`src/rtl/rggen_rtl_pkg.sv`:
```
// Shared types for the rggen bus bridges.
// Holds the response status codes and the APB bridge state encoding.
package rggen_rtl_pkg;

  localparam logic [1:0] RGGEN_OKAY         = 2'b00;
  localparam logic [1:0] RGGEN_EXOKAY       = 2'b01;
  localparam logic [1:0] RGGEN_SLAVE_ERROR  = 2'b10;
  localparam logic [1:0] RGGEN_DECODE_ERROR = 2'b11;

  typedef enum logic [1:0] {
    APB_IDLE     = 2'b00,
    APB_SETUP    = 2'b01,
    APB_ACCESS   = 2'b10,
    APB_RESPONSE = 2'b11
  } apb_state_e;

endpackage

```
`src/rtl/rggen_apb_bridge.sv`:
```
// Command-to-APB bridge: one outstanding transfer,
// optional ACCESS timeout reported as a decode error.
module rggen_apb_bridge
  import rggen_rtl_pkg::*;
#(
  parameter int         ADDRESS_WIDTH = 16,
  parameter int         DATA_WIDTH    = 32,
  parameter int         TIMEOUT       = 0,
  parameter logic [2:0] PPROT         = 3'b000
)(
  input  logic                       clk,
  input  logic                       rst_n,
  input  logic                       i_command_valid,
  input  logic                       i_write,
  input  logic                       i_read,
  input  logic [ADDRESS_WIDTH-1:0]   i_address,
  input  logic [DATA_WIDTH-1:0]      i_write_data,
  input  logic [DATA_WIDTH-1:0]      i_write_mask,
  output logic                       o_response_ready,
  output logic [DATA_WIDTH-1:0]      o_read_data,
  output logic [1:0]                 o_status,
  output logic [ADDRESS_WIDTH-1:0]   o_paddr,
  output logic [2:0]                 o_pprot,
  output logic                       o_psel,
  output logic                       o_penable,
  output logic                       o_pwrite,
  output logic [DATA_WIDTH-1:0]      o_pwdata,
  output logic [DATA_WIDTH/8-1:0]    o_pstrb,
  input  logic                       i_pready,
  input  logic [DATA_WIDTH-1:0]      i_prdata,
  input  logic                       i_pslverr
);

  localparam int BYTES = DATA_WIDTH / 8;
  localparam int LSB   = $clog2(BYTES);
  localparam int CW    = (TIMEOUT > 0) ? $clog2(TIMEOUT + 1) : 1;

  localparam logic [ADDRESS_WIDTH-1:0] ALIGN =
    ~ADDRESS_WIDTH'((1 << LSB) - 1);
  localparam logic [CW-1:0] LAST =
    CW'((TIMEOUT > 0) ? TIMEOUT - 1 : 0);
  localparam logic TMO_EN = (TIMEOUT > 0);

  apb_state_e      state;
  logic [CW-1:0]   count;
  logic [BYTES-1:0] strb;
  logic            timed_out;

  for (genvar i = 0; i < BYTES; i++) begin : g_strb
    assign strb[i] = |i_write_mask[8*i+:8];
  end

  // i_pready in the final counted cycle still completes normally
  assign timed_out = TMO_EN && (count == LAST) && !i_pready;

  always_ff @(posedge clk or negedge rst_n) begin
    if (!rst_n) begin
      state       <= APB_IDLE;
      count       <= '0;
      o_paddr     <= '0;
      o_pwrite    <= 1'b0;
      o_pwdata    <= '0;
      o_pstrb     <= '0;
      o_read_data <= '0;
      o_status    <= RGGEN_OKAY;
    end else begin
      unique case (state)
        APB_IDLE: begin
          if (i_command_valid) begin
            if (i_write || i_read) begin
              state    <= APB_SETUP;
              o_paddr  <= i_address & ALIGN;
              o_pwrite <= i_write;
              o_pwdata <= i_write_data;
              o_pstrb  <= i_write ? strb : '0;
            end else begin
              state       <= APB_RESPONSE;
              o_read_data <= '0;
              o_status    <= RGGEN_DECODE_ERROR;
            end
          end
        end
        APB_SETUP: begin
          state <= APB_ACCESS;
        end
        APB_ACCESS: begin
          if (i_pready) begin
            state       <= APB_RESPONSE;
            count       <= '0;
            o_read_data <= o_pwrite ? '0 : i_prdata;
            o_status    <= i_pslverr ? RGGEN_SLAVE_ERROR
                                     : RGGEN_OKAY;
          end else if (timed_out) begin
            state       <= APB_RESPONSE;
            count       <= '0;
            o_read_data <= '0;
            o_status    <= RGGEN_DECODE_ERROR;
          end else if (TMO_EN) begin
            count <= count + CW'(1);
          end
        end
        APB_RESPONSE: begin
          state <= APB_IDLE;
        end
        default: begin
          state <= APB_IDLE;
        end
      endcase
    end
  end

  assign o_psel           = (state == APB_SETUP) ||
                            (state == APB_ACCESS);
  assign o_penable        = (state == APB_ACCESS);
  assign o_response_ready = (state == APB_RESPONSE);
  assign o_pprot          = PPROT;

endmodule

```
`config.mk`:
```
export PLATFORM = sky130hd
export DESIGN_NAME = rggen_apb_bridge
export DESIGN_NICKNAME = d
export VERILOG_FILES = /design/src/rtl/rggen_rtl_pkg.sv /design/src/rtl/rggen_apb_bridge.sv
export SDC_FILE = /design/constraint.sdc
export NUM_CORES = 1
export LEC_CHECK = 0
export ABC_AREA = 1
export CAP_MARGIN = 20
export CELL_PAD_IN_SITES_DETAIL_PLACEMENT = 0
export CELL_PAD_IN_SITES_GLOBAL_PLACEMENT = 1
export CORE_ASPECT_RATIO = 0.5
export CORE_MARGIN = 2
export CORE_UTILIZATION = 27
export CTS_BUF_LIST = sky130_fd_sc_hd__clkbuf_16
export CTS_CLUSTER_DIAMETER = 80
export CTS_CLUSTER_SIZE = 24
export DETAILED_ROUTE_END_ITERATION = 7
export PLACE_DENSITY = 0.78
export SYNTH_ARGS = -nofsm -noshare
export SYNTH_HDL_FRONTEND = slang
export SYNTH_SLANG_ARGS = --single-unit
```
`constraint.sdc`:
```
create_clock -name clk -period 2 [get_ports clk]
set_input_delay 0.4 -clock clk [delete_from_list [all_inputs] [get_ports clk]]
set_output_delay 0.4 -clock clk [all_outputs]
set_load 0.05 [all_outputs]
```
==> flow_summary.yaml <==
outcome:
  status: "finished clean"
cts:
  cts.path.max_buffers: 2
  root_buffer: "clkbuf_16"
  cts_buffers: 9
  cts_setup_buffers: 0
  cts_tree: "done"
  cts_resized: 0
  cts_hold_buf: 0
  worstSkewPairLatency_ns: 0.34
  clk_pin_slew_ns: 0.06
  htreeDepth: 3
  numClockSinks: 87
timing:
  finalWorstSetupSlack_ns: 0.06931
  slew_violations: 0
  hold_viol: 0
  relSlewSlack: 0.6370
  holdWs_ns: 0.01491
  setup_violations: 0
  worst_pin_slew_ns: 0.5428
  rsz0062_at_grt: "no"
  fmax_mhz: 518.0
  setup_tns_ns: 0
  skew_ns: 0.005321
  period_needed_ns: 1.931
  fin_crit_sh: 0.9653
final_layout:
  layout_commonest_cell: "nand2_1"
  diodes: 0
  final_cell_mix: "nand2_1 (229), clkdlybuf4s50_1 (195), dfrtp_1 (87)"
  finalNetCount: 822
  syn2layout_area_growth_pct: 67.39
  stdcell_count: 896
  layout-drive-gt1-share: 0.06250
setup_path:
  rr_endpoint: "o_read_data[28]"
  critical-path-top-delay-family: "buffers and inverters"
  critical_path_class: "reg -> out"
  slowest_delay_ns: 0.83
  end_kind: "output pin"
  cp-start-kind: "flop"
  cpMaxStageDelayCell: "clkdlybuf4s50_1"
  worstPathCellList: "clkdlybuf4s50_1"
  rr_worst_depth: 7
  timing.rr.start: "state[0]"
  cp.required_ns: 1.60
  r2r_setup_slack_ns: 0.32
  arrival_ns: 1.53
  path_max_fanout: 2
  critPathBufInv: 1
drt:
  post_drt_wl_per_cell_microns: 12.60
  drtIter0Drc: 153
  num_vias: 3677
  drcViolationCount: 0
  vias_per_cell: 4.104
  ant_nets: 0
  postRouteWirelength_microns: 11290
  first_pass_iters: 4
worst_hold_path:
  min_path_type: "in -> async"
pwr:
  ir_drop_mv: 0.8764
  leakage_nw: 3.268
  power_mw: 10.16
  power-per-cell-area_nw_per_um2: 1577
yosys:
  ys_seq_area_frac: 0.5657
  syn_inst: 491
  syn_avg_cell_area_sq_um: 7.838
  ys_types: 19
  yosysWarnings: 0
  ys_seq_elements: 87
  synth.cell_area_sq_um: 3849
place:
  numPortBuffers: 204
  gp_congestion: 0.7097
  post-place-ws_ns: 0.1222
  placed_cells: 880
  dp_hpwl_microns: 8506
grt:
  grt_usage: 0.1515
  antenna_found_initial: 0
  grt_pass1_vias: 3703
  grt.overflow.total: 0
  grt_first_pass_wirelength_microns: 18510
  grt_max_degree: 38
floorplanning:
  dieArea_sq_um: 15280
  rows: 30
  die_x_microns: 172.8
  ios: 212
  start_util: 0.2801
  die_y_microns: 88.43
  core_area_sq_um: 13740
job:
  maxCapViolations: 0
[worst max-delay path by stage]
stage | from | end | slack, ns | cells after the start
CTS | o_pwrite | o_pwrite | 0.04 | 1
global placement | i_write | o_pstrb[2] | 0.14 | 7
finish | o_read_data[16] | o_read_data[16] | 0.07 | 1
global route | o_read_data[17] | o_read_data[17] | 0.02 | 1
detailed placement | i_write | o_pwdata[25] | 0.12 | 8
floorplan | state[0] | o_read_data[10] | 0.1 | 8
[synthesized netlist by cell type]
cell | n | area share
dfrtp_1 | 87 | 0.57
nor3_1 | 1 | 0.0013
nor2_4 | 1 | 0.0029
nand4_1 | 4 | 0.0065
buf_4 | 5 | 0.0098
ha_1 | 4 | 0.013
conb_1 | 1 | 0.00097
nand3_2 | 2 | 0.0052
nand3_1 | 34 | 0.044
clkbuf_1 | 7 | 0.0068
inv_1 | 42 | 0.041
nor2_2 | 2 | 0.0033
nand2_1 | 229 | 0.22
nor2_1 | 54 | 0.053
inv_2 | 1 | 0.00097
buf_2 | 14 | 0.018
or2_2 | 1 | 0.0016
a21oi_1 | 1 | 0.0013
o21ai_0 | 1 | 0.0013
[kinds of logic after synthesis]
logic type               count (synthesis)  synth area share
flip-flops                              87            0.5657
AND/OR/NAND/NOR                        328            0.3410
other                                    1         0.0009744
buffers and inverters                   69           0.07672
AO/OA/AOI/OAI                            2          0.002598
adder cells (fa/ha/maj)                  4           0.01300
[stage by stage]
step / utilization / cell area (sq um)
CTS: 0.4689 / 6442
global placement: 0.4496 / 6177
floorplan: - / 3864
global route: 0.4689 / 6442
detailed placement: 0.4496 / 6177
finish: 0.4689 / 6442
[per-layer routing]
metal  vias up  GRT usage  part of all wire
met3        18    0.02964             0.038
met5         -          0                 0
met2        75     0.2880              0.53
met4         0    0.05008             0.016
li1       1881          -                 -
met1      1703     0.1758              0.42
[cell type report]
cell class	count	area, sq um
sequential	87	2177
inverter	43	161.4
multi-input combinational	339	1391
clock buffer	9	225.2
clock inverter	7	40.04
timing repair buffer	219	2207
fill	1346	7296
tap	192	240.2
[power breakdown]
group	switching, mW	internal [mW]	leakage (nW)
Combinational	3.96	1.99	2.02
Clock	0.678	0.828	0.124
Sequential	0.317	2.38	1.12
[flip-flops by register name, summed over array words and instances, names as in the netlist]
name,cells
o_paddr,14
o_pstrb,4
o_pwdata,32
o_pwrite,1
o_read_data,32
o_status,2
state,2
Note: power is estimated with default switching activity, not from simulation.
